===== src/rtl/dac_sample_scheduler.sv =====
// dac_sample_scheduler
//   Buffers upstream DAC codes in a small FIFO and releases exactly one code
//   every PERIOD clocks to a delta-sigma DAC, so the output sample rate stays
//   fixed however bursty the upstream producer is.
//
// Parameters
//   WIDTH  - code width of the DAC input
//   DEPTH  - FIFO entries (power of two, >= 2)
//   PERIOD - clocks per DAC update (>= 2)
//
// Ports
//   clk           - system clock, rising edge
//   rst           - synchronous active-high reset
//   enable        - run request for sample playout
//   s_valid/s_data/s_ready - upstream sample handshake
//   DAC_in        - registered code driving the DAC
//   sample_strobe - one-cycle pulse on every DAC_in update
//   underrun      - sticky: a playout tick found the FIFO empty
//   underrun_clr  - clears underrun (a simultaneous set wins)
//   fifo_level    - current FIFO occupancy
module dac_sample_scheduler #(
    parameter int WIDTH  = 10,
    parameter int DEPTH  = 4,
    parameter int PERIOD = 128
) (
    input  logic                       clk,
    input  logic                       rst,
    input  logic                       enable,
    input  logic                       s_valid,
    input  logic [WIDTH-1:0]           s_data,
    output logic                       s_ready,
    output logic [WIDTH-1:0]           DAC_in,
    output logic                       sample_strobe,
    output logic                       underrun,
    input  logic                       underrun_clr,
    output logic [$clog2(DEPTH+1)-1:0] fifo_level
);

    localparam int LW = $clog2(DEPTH + 1);
    localparam int PW = $clog2(DEPTH);
    localparam int CW = $clog2(PERIOD);

    typedef enum logic [1:0] {
        ST_IDLE     = 2'd0,
        ST_RUN      = 2'd1,
        ST_UNDERRUN = 2'd2
    } state_t;

    state_t           state_q, state_d;
    logic [CW-1:0]    cnt_q, cnt_d;
    logic [LW-1:0]    level_q, level_d;
    logic [PW-1:0]    wr_ptr_q, rd_ptr_q;
    logic [WIDTH-1:0] mem_q [DEPTH];
    logic [WIDTH-1:0] dac_q;
    logic             strobe_q;
    logic             underrun_q, underrun_d;

    logic             push_s;
    logic             pop_s;
    logic             empty_tick_s;
    logic             tick_s;
    logic             not_empty_s;

    // Ready comes only from the registered level, so a pop while full cannot
    // open the input in the same cycle.
    assign s_ready     = (level_q < LW'(DEPTH));
    assign push_s      = s_valid && s_ready;
    assign not_empty_s = (level_q != {LW{1'b0}});
    assign tick_s      = (cnt_q == CW'(PERIOD - 1));

    // Playout FSM: decides pops, underrun ticks and the period counter.
    // Pops look at the registered level, so a sample pushed on a tick into an
    // empty FIFO waits for the next tick.
    always_comb begin
        state_d      = state_q;
        cnt_d        = cnt_q;
        pop_s        = 1'b0;
        empty_tick_s = 1'b0;
        case (state_q)
            ST_IDLE: begin
                cnt_d = {CW{1'b0}};
                if (enable && not_empty_s) begin
                    pop_s   = 1'b1;
                    state_d = ST_RUN;
                end else begin
                    state_d = ST_IDLE;
                end
            end
            ST_RUN, ST_UNDERRUN: begin
                if (!enable) begin
                    state_d = ST_IDLE;
                    cnt_d   = {CW{1'b0}};
                end else if (tick_s) begin
                    cnt_d = {CW{1'b0}};
                    if (not_empty_s) begin
                        pop_s   = 1'b1;
                        state_d = ST_RUN;
                    end else begin
                        empty_tick_s = 1'b1;
                        state_d      = ST_UNDERRUN;
                    end
                end else begin
                    cnt_d = cnt_q + CW'(1);
                end
            end
            default: begin
                state_d = ST_IDLE;
                cnt_d   = {CW{1'b0}};
            end
        endcase
    end

    // Occupancy update; simultaneous push and pop cancel out.
    always_comb begin
        level_d = level_q;
        case ({push_s, pop_s})
            2'b10:   level_d = level_q + LW'(1);
            2'b01:   level_d = level_q - LW'(1);
            default: level_d = level_q;
        endcase
    end

    // Sticky underrun: a new empty tick beats a coincident clear.
    always_comb begin
        if (empty_tick_s) begin
            underrun_d = 1'b1;
        end else if (underrun_clr) begin
            underrun_d = 1'b0;
        end else begin
            underrun_d = underrun_q;
        end
    end

    // Control and output registers.
    always_ff @(posedge clk) begin
        if (rst) begin
            state_q    <= ST_IDLE;
            cnt_q      <= {CW{1'b0}};
            level_q    <= {LW{1'b0}};
            wr_ptr_q   <= {PW{1'b0}};
            rd_ptr_q   <= {PW{1'b0}};
            dac_q      <= {WIDTH{1'b0}};
            strobe_q   <= 1'b0;
            underrun_q <= 1'b0;
        end else begin
            state_q    <= state_d;
            cnt_q      <= cnt_d;
            level_q    <= level_d;
            strobe_q   <= pop_s;
            underrun_q <= underrun_d;
            // Pointers are PW bits wide, so they wrap modulo DEPTH naturally.
            if (push_s) begin
                wr_ptr_q <= wr_ptr_q + PW'(1);
            end
            if (pop_s) begin
                rd_ptr_q <= rd_ptr_q + PW'(1);
                dac_q    <= mem_q[rd_ptr_q];
            end
        end
    end

    // Sample storage; contents are don't-care until written, so no reset.
    always_ff @(posedge clk) begin
        if (push_s) begin
            mem_q[wr_ptr_q] <= s_data;
        end
    end

    assign DAC_in        = dac_q;
    assign sample_strobe = strobe_q;
    assign underrun      = underrun_q;
    assign fifo_level    = level_q;

endmodule


===== config.mk =====
export PLATFORM = sky130hd
export DESIGN_NAME = dac_sample_scheduler
export DESIGN_NICKNAME = d
export VERILOG_FILES = /design/src/rtl/dac_sample_scheduler.sv
export SDC_FILE = /design/constraint.sdc
export NUM_CORES = 1
export LEC_CHECK = 0
export CAP_MARGIN = 40
export CELL_PAD_IN_SITES_DETAIL_PLACEMENT = 0
export CELL_PAD_IN_SITES_GLOBAL_PLACEMENT = 2
export CORE_UTILIZATION = 28
export DETAILED_ROUTE_END_ITERATION = 12
export GPL_TIMING_DRIVEN = 0
export PLACE_DENSITY_LB_ADDON = 0.1
export SETUP_SLACK_MARGIN = 0.1
export SLEW_MARGIN = 20
export SYNTH_ARGS = -nofsm -noshare
export SYNTH_HDL_FRONTEND = slang
export SYNTH_SLANG_ARGS = --single-unit

===== constraint.sdc =====
create_clock -name clk -period 5.9 [get_ports clk]
set_clock_uncertainty 0.2 [all_clocks]
set_input_delay 1.18 -clock clk [delete_from_list [all_inputs] [get_ports clk]]
set_output_delay 1.18 -clock clk [all_outputs]
set_load 0.005 [all_outputs]

== Word-level counts from Yosys, hierarchy flattened ==
Memory sizes are Yosys's and may differ from the RTL's. A register that Yosys moved wholly into a read port is not among the register bits.
Index checks and enable logic that the tools add are counted.

* Bits in registers: 18
* Bits in writable memories: 40
* Bits of input ports: 15
* Memories kept: 1

* $add $sub $neg: 5
* Order comparisons: 1
* Eq/ne operators: 6
* Multiplexer cells: 19
* Bitwise operators: 2
* Reductions and logical operators: 8

{| class="wikitable"
|+ Memory list
! name !! words !! width !! rd ports !! clocked after memory_dff !! wr ports !! RTL line !! source
|-
| mem_q || 4 || 10 || 1 || 1 || 1 || 53 || <nowiki>logic [WIDTH-1:0] mem_q [DEPTH];</nowiki>
|}

{| class="wikitable"
|+ Operators by type and width
! cell !! number
|-
| 1-bit two-way mux || 13
|-
| 7-bit by 1-bit adder with 7-bit output, second input constant || 1
|-
| 7-bit == test, second input constant || 1
|-
| 2-bit two-way mux || 3
|-
| 3-bit case mux with 2 select lines || 1
|-
| 2-bit by 1-bit adder with 2-bit output, second input constant || 2
|-
| 2-bit by 1-bit == test with 1-bit output, second input constant || 2
|-
| 2-bit == test, second input constant || 2
|-
| 2-bit case mux with 2 select lines || 1
|-
| 2-bit nonzero test || 2
|-
| 4-bit OR reduction || 1
|-
| 3-bit by 1-bit adder with 3-bit output, second input constant || 1
|-
| 3-bit less-than comparator, second input constant || 1
|-
| 3-bit inequality test, second input constant || 1
|-
| 3-bit nonzero test || 1
|-
| 3-bit by 1-bit subtractor with 3-bit output, second input constant || 1
|-
| 1-bit logical AND || 2
|-
| 2-bit zero test || 1
|-
| 1-bit inverter || 2
|-
| 1-bit case mux with 2 select lines || 1
|-
| 2-bit OR reduction || 1
|}

== Depth between registers and ports, before layout ==
Gate-level depths: netlist of run 1.

* Word-level depth: 7
* Mapped depth: 11
* Mapped depth without buffers: 11

== Least setup slack after synthesis of run 1 ==
OpenSTA, ideal clock, no wires.

* Kind: input-to-reg
* From: in enable
* To: reg level_q[2], in the netlist fifo_level[2]
* Arrival time: 2.854 ns
* Required time: 5.629 ns
* Setup slack: 2.775 ns
* Cell stages on the path: 8
* Buffers on the path: 0
* Cells stage by stage: or3b_4 -> nor2_1 -> ha_1 -> inv_1 -> fa_1 -> xor2_1 -> or3_1 -> a21oi_1

* Cells in the longest elaborated chain, start to end: 5
* Elaborated cells between the ends (all ways): 8
* Those cells by class: eq/ne (2); mux (4); reduce/logical (2)

{| class="wikitable"
|+ Ends and longest elaborated chain
! element !! RTL line !! source
|-
| from (decl) || 28 || <nowiki>input logic enable,</nowiki>
|-
| 1-bit logical AND || 82 || <nowiki>if (enable && not_empty_s) begin</nowiki>
|-
| 1-bit two-way mux || 82 ||
|-
| 1-bit case mux with 2 select lines * || 79 || <nowiki>case (state_q)</nowiki>
|-
| via pop_s || 59 || <nowiki>logic pop_s;</nowiki>
|-
| 2-bit by 1-bit == test with 1-bit output / 2-bit == test (equally long branches) || 116 || <nowiki>case ({push_s, pop_s})</nowiki>
|-
| 3-bit case mux with 2 select lines / 2-bit nonzero test (equally long branches) || - ||
|-
| to (signal assigned) || 139 || <nowiki>level_q <= {LW{1'b0}};</nowiki>
|-
| to (signal assigned) || 148 || <nowiki>level_q <= level_d;</nowiki>
|-
| to (decl) || 51 || <nowiki>logic [LW-1:0] level_q, level_d;</nowiki>
|}

The timed path passes the listed nets; every way through them passes the cells marked *.
A chain may end at the register's enable or synchronous reset.

== Worst setup path in the final report of run 1 ==
Same ends and word-level chain as after synthesis.

==> results of run 1 <==
==> area by class of cell <==
cell class / instances / area share
tap: 129 / 0.0476
sequential: 68 / 0.520
multi-input combinational: 109 / 0.256
clock inverter: 7 / 0.0244
buffer: 10 / 0.0137
timing repair buffer: 30 / 0.0886
inverter: 12 / 0.0133
clock buffer: 9 / 0.0365
==> sequential cells by signal, summed over array words and instances, names as in the netlist <==
signal         count
mem_q             40
DAC_in            10
fifo_level         3
state_q            2
underrun           1
sample_strobe      1
cnt_q              7
wr_ptr_q           2
rd_ptr_q           2
==> power by group <==
group          internal (W)  switching [W]  leakage, nW  total, W
Combinational      0.000179       0.000179        0.421  0.000358
Clock              0.000202       0.000199        0.105  0.000401
Sequential         0.000574      0.0000312        0.595  0.000605
==> cell usage in the layout, fill, tap and decap left out, types with 2 or more instances in the layout <==
master	n
nor2_1	15
nand2b_1	2
buf_2	4
dfxtp_1	28
nand4_1	2
and3_1	2
nand3_1	12
ha_1	8
clkbuf_1	4
and2_1	4
xor2_1	3
a21oi_1	15
mux4_2	10
inv_6	3
or3_1	2
xnor2_1	4
inv_1	12
clkinv_4	3
edfxtp_1	40
clkbuf_8	9
o21ai_0	12
clkdlybuf4s50_1	30
==> through the flow <==
stage	instances	setup WS, ns	instance area (um^2)
global placement	358	2.02	3180
detailed placement	358	2.01	3180
floorplan	199	2.78	2720
finish	374	2.41	3390
CTS	374	2.38	3390
global route	374	2.30	3390
==> how the worst min path moves through the flow <==
stage                        start             endpoint  cells after the start
2_1_floorplan  cnt_q[0]$_SDFF_PP0_  cnt_q[0]$_SDFF_PP0_                      1
3_3_place_gp   cnt_q[0]$_SDFF_PP0_  cnt_q[0]$_SDFF_PP0_                      1
3_5_place_dp   cnt_q[0]$_SDFF_PP0_  cnt_q[0]$_SDFF_PP0_                      1
4_1_cts        cnt_q[0]$_SDFF_PP0_  cnt_q[0]$_SDFF_PP0_                      1
5_1_grt        cnt_q[0]$_SDFF_PP0_  cnt_q[0]$_SDFF_PP0_                      1
6_report       cnt_q[0]$_SDFF_PP0_  cnt_q[0]$_SDFF_PP0_                      1
==> metal layers <==
layer	vias to the layer above	GRT usage	wire [um]
li1	816	-	-
met1	793	0.153	2610
met2	33	0.184	2510
met3	4	0.0430	217
met4	0	0.0334	44
met5	-	0	0
==> cell families after synthesis <==
family,after synthesis,share of synthesized area
AOI/OAI and AO/OA,36,0.0777
buffers and inverters,22,0.0335
DFF,68,0.647
and+or+nand+nor,47,0.0924
muxes,10,0.0827
xor gates and xnor gates,7,0.0225
adders and majority gates,9,0.0441
==> metrics.md, run 1 <==
| Metric | Value |
|---|---|
| DIE AREA | 10100 um^2 |
| Die height | 101 um |
| Hold Path Class | reg2reg |
| Hold-fix buffers at CTS | 0 |
| Clock tree from TritonCTS | yes |
| DIE WIDTH | roughly 100 um |
| CTS root buffer | clkbuf_8 |
| Crit path cell chain | clkdlybuf4s50_1, or3b_4, nor2_1, ha_1, inv_1, fa_1, xor2_1, or3_1, a21oi_1 |
| TritonCTS Buffers | 9 |
| Worst path slowest cell | clkdlybuf4s50_1 |
| Buf/Inv on CP | 2 |
| Clk buf depth | 2 |
| Final period utilization | 0.592 |
| Antenna viol nets, final | 0 |
| Synth cell count leaders | edfxtp_1 (40), dfxtp_1 (28), a21oi_1 (15), nor2_1 (15) |
| Final hold viol count | 0 |
| TNS Setup | 0 ns |
| Fmax | around 0.29 GHz |
| # H-tree levels | 3 |
| Core area | roughly 9300 um^2 |
| Ant diodes | 0 |
| Post-Synthesis Cells | roughly 200 |
| Post-CTS sizing | 0 |
| Yosys warning count | 0 |
| Layout cell share with drive strength beyond 1 | 0.147 |
| Initial detailed-routing violation count | 20 |
| Post-CTS Setup Repair Bufs | 0 |
| Seq. cell area | 1760 um^2 |
| Synthesized area per cell | 13.7 um^2 |
| Final layout net count | ~260 |
| Residual DRC count | 0 |
| Final min period | about 3.5 ns |
| DR vias | ~1600 |
| MaxCap Viol Count | 0 |
| Overflow after GRT | 0 |
| Final GP Congestion | between 0.6 and 0.7 |
| Worst vdd ir | approximately 130 uV |
| Critical R2R Capture | fifo_level[2]$_SDFFE_PP0P_ |
| Total power | 0.00136 W |
| Crit. End Element | register |
| Max FO, Critical Path | 5 |
| Filler Cell Count | ~920 |
| WL per Instance | between 10 and 15 um |
| Setup CP Type | in2reg |
| Synth Flop Type | edfxtp_1 |
| Dpl hpwl | ~3800 um |
| Sequential-to-total area share from yosys stat | 0.647 |
| R2R Setup Slk | approximately 3.1 ns |
| End point of the critical path | fifo_level[2]$_SDFFE_PP0P_ |
| Synthesized Nets | 223 |
| Total GRT Usage | 0.118 |
| Final setup fails | 0 |
| CP startpoint kind | primary input |
| Area occupied by multi-input gates | approximately 870 um^2 |
| Clk slew on worst S/H paths | roughly 0.08 ns |
| Tightest Pin Transition | between 0.5 and 0.6 ns |
| Slowest cell delay on critical path | 0.53 ns |
| Worst EP required | 5.97 ns |
| FP Rows | 35 |
| Slew Viols, Final | 0 |
| Worst hold slack | 0.248 ns |
| 1st-pass router iterations | 4 |
| Final WL | 5380 um |
| Most frequent cell after synthesis | edfxtp_1 |
| Leakage | about 1.1 nW |
| Initial antenna violation count | 0 |
| Worst path depth | 9 |
| Cell taking the most area after synthesis | edfxtp_1 |
| Asr flop ratio synth | 0 |
| PortBufs | 30 |
| Final core occ | 0.364 |
| Global-route wire length before repair | a little under 9000 um |
| Drt via density | around 4.4 |
| Setup crit start | enable |
| Synth Register Bits | 68 |
| Slew HR | 0.606 |
| I/O pins | 31 |
| Status | finished, final reports clean |
| CP arrival | around 3.6 ns |
| Mapped Area | between 2000 and 3000 um^2 |
| Reg2reg start | state_q[0]$_SDFFE_PP0P_ |
| Largest delay contributor family on the critical path | simple AND/OR/NAND/NOR gates |
| RSZ-0062 raised after global routing | no |
| Synth top area share | 0.441 |
| Vias in the first global route | between 1500 and 2000 |
| PD cells | roughly 400 nW/um^2 |
| R2R depth | 11 |
| Largest net degree at the start of global routing | 15 |
| Ranking of synthesized cells by area | edfxtp_1 (44%), dfxtp_1 (21%), mux4_2 (8.3%), ha_1 (3.7%), a21oi_1 (2.8%) |
| Yosys cell types | 38 |
| Number of flops mapped to enable cells by yosys | 40 |
| Clk_lat worst skew | 0.34 ns |
| Initial Util | 0.292 |
| Syn-to-layout area delta | 24.5% |
| TritonCTS Sinks | ~70 |
Note: power is estimated with default switching activity, not from simulation.
==> run 2: changes to the inputs <==
Clock period 5.9 ns to 3 ns, I/O delays scaled along.
==> run 2 against run 1 <==
First-iteration DRC count up 30%. Cell count up 0.27%. Flip-flop and latch count unchanged. Largest cell class unchanged. Critical path type unchanged.
==> metrics.md, run 2 (same netlist as run 1, synthesis figures left out) <==
| Metric | Value |
|---|---|
| Status | finished, final reports clean |
| Post-Layout Cell Count | 375 |
| Syn-to-layout area delta | 25.1% |
| Worst vdd ir | approximately 260 uV |
| Initial detailed-routing violation count | 26 |
| Hold Path Class | reg2reg |
| Commonest cells after routing, fill and taps aside | edfxtp_1 (40), clkdlybuf4s50_1 (30), dfxtp_1 (28) |
| Dpl hpwl | 3780 um |
| Final hold viol count | 0 |
| Clk slew on worst S/H paths | about 0.080 ns |
| Final min period | roughly 2.8 ns |
| Final period utilization | 0.936 |
| CTS root buffer | clkbuf_8 |
| Final GP Congestion | 0.655 |
| Slew Viols, Final | 0 |
| Initial Util | 0.292 |
| PortBufs | 30 |
| Final layout net count | between 200 and 300 |
| Layout cell share with drive strength beyond 1 | 0.154 |
| Final Cell Area | roughly 3400 um^2 |
| Tightest Pin Transition | 0.591 ns |
| Fmax | about 0.36 GHz |
| Initial antenna violation count | 0 |
| Global-route wire length before repair | around 8800 um |
| I/O pins | 31 |
| Leakage | approximately 1.1 nW |
| # H-tree levels | 3 |
| Clock tree from TritonCTS | yes |
| Drt via density | ~4.4 |
| DIE WIDTH | 101 um |
| Vias in the first global route | 1669 |
| PD cells | between 700 and 800 nW/um^2 |
| Worst hold slack | between 0.2 and 0.25 ns |
| Final setup fails | 0 |
| Overflow after GRT | 0 |
| Total power | 0.00270 W |
| Final WL | between 5000 and 6000 um |
| MaxCap Viol Count | 0 |
| Setup CP Type | in2reg |
| Crit. End Element | register |
| Max reg flops | 40 |
| Met3 usage | 0.0430 |
| Ant diodes | 0 |
| Max FO, Critical Path | 4 |
| Worst EP required | about 3.1 ns |
| DR vias | between 1500 and 2000 |
| Met2 Use GR | 0.184 |
| Dpl cell area | around 3200 um^2 |
| Grt met1 use | 0.153 |
| FP Rows | 35 |
| 1st-pass router iterations | 4 |
| Biggest register | mem_q |
| Clk buf depth | 2 |
| R2R Setup Slk | 0.28 ns |
| CP arrival | between 2 and 3 ns |
| WL per Instance | ~14 um |
| Residual DRC count | 0 |
| Largest net degree at the start of global routing | 15 |
| Total GRT Usage | 0.118 |
| Die height | 101 um |
| TritonCTS Buffers | 9 |
| Hold-fix buffers at CTS | 0 |
| Antenna viol nets, final | 0 |
| Most common cell after layout, fill and taps aside | edfxtp_1 |
| Clk_lat worst skew | ~0.34 ns |
| TritonCTS Sinks | 68 |
| RSZ-0062 raised after global routing | no |
| Gr busiest metal | met2 |
| DIE AREA | roughly 10000 um^2 |
| Core area | 9330 um^2 |
| CP startpoint kind | primary input |
| Slew HR | 0.606 |
| Placed instance count | 358 |
==> run 2: changes by cell type in the layout (fill, tap and decap cells not counted) <==
cell,change
nor2_4,+1
buf_4,+1
nor2_1,-1
==> run 2: path summary, 6_finish.rpt <==
check                                             start                    endpoint  cells after the start
worst max-delay path                             enable  fifo_level[2]$_SDFFE_PP0P_                      9
worst min-delay path                cnt_q[0]$_SDFF_PP0_         cnt_q[0]$_SDFF_PP0_                      1
worst max register to register  state_q[0]$_SDFFE_PP0P_  fifo_level[2]$_SDFFE_PP0P_                     11
worst min register to register      cnt_q[0]$_SDFF_PP0_         cnt_q[0]$_SDFF_PP0_                      1
==> run 2: timing repair <==
action	in CTS	in global routing
setup buffers	0	1
hold endpoints to repair	0	0
resized for setup	1	1
pin swaps	0	0
setup endpoints to repair	1	1
==> run 2: routing by layer <==
layer  vias up  share of wire
met3         4          0.038
met5         -              0
li1        818              -
met1       799           0.49
met4         0         0.0082
met2        31           0.46
==> run 2: power breakdown <==
group	leakage, nW	switching [W]	internal (W)
sequential	0.595	0.0000613	0.00113
clock	0.105	0.000392	0.000397
combinational	0.425	0.000360	0.000364
==> run 2: per-stage QoR <==
stage          TNS [ns]  setup slack, ns   util
2_1_floorplan         0            0.439      -
3_3_place_gp     -0.389           -0.303  0.341
3_5_place_dp     -0.389           -0.314  0.341
4_1_cts               0            0.120  0.364
5_1_grt               0            0.106  0.365
6_report              0            0.193  0.365
==> run 2: area by class of cell <==
type / count / area, um^2
buffer: 10 / 46.3
clock buffer: 9 / 124
clock inverter: 7 / 82.6
fill: 919 / 5920
inverter: 12 / 45.0
multi-input combinational: 109 / 877
sequential: 68 / 1760
tap: 129 / 161
timing repair buffer: 31 / 308
==> run 2: critical path: stages <==
cell	delay (ns)
clkdlybuf4s50_1	0.53
or3b_4	0.42
nor2_4	0.13
ha_1	0.18
inv_1	0.06
fa_1	0.37
xor2_1	0.15
or3_1	0.30
a21oi_1	0.13
==> run 3: changes to the inputs <==
Settings changed: SKIP_LAST_GASP from default to 1.
==> results of run 3 <==
Final layout, timing and power as in run 2 (identical DEF).
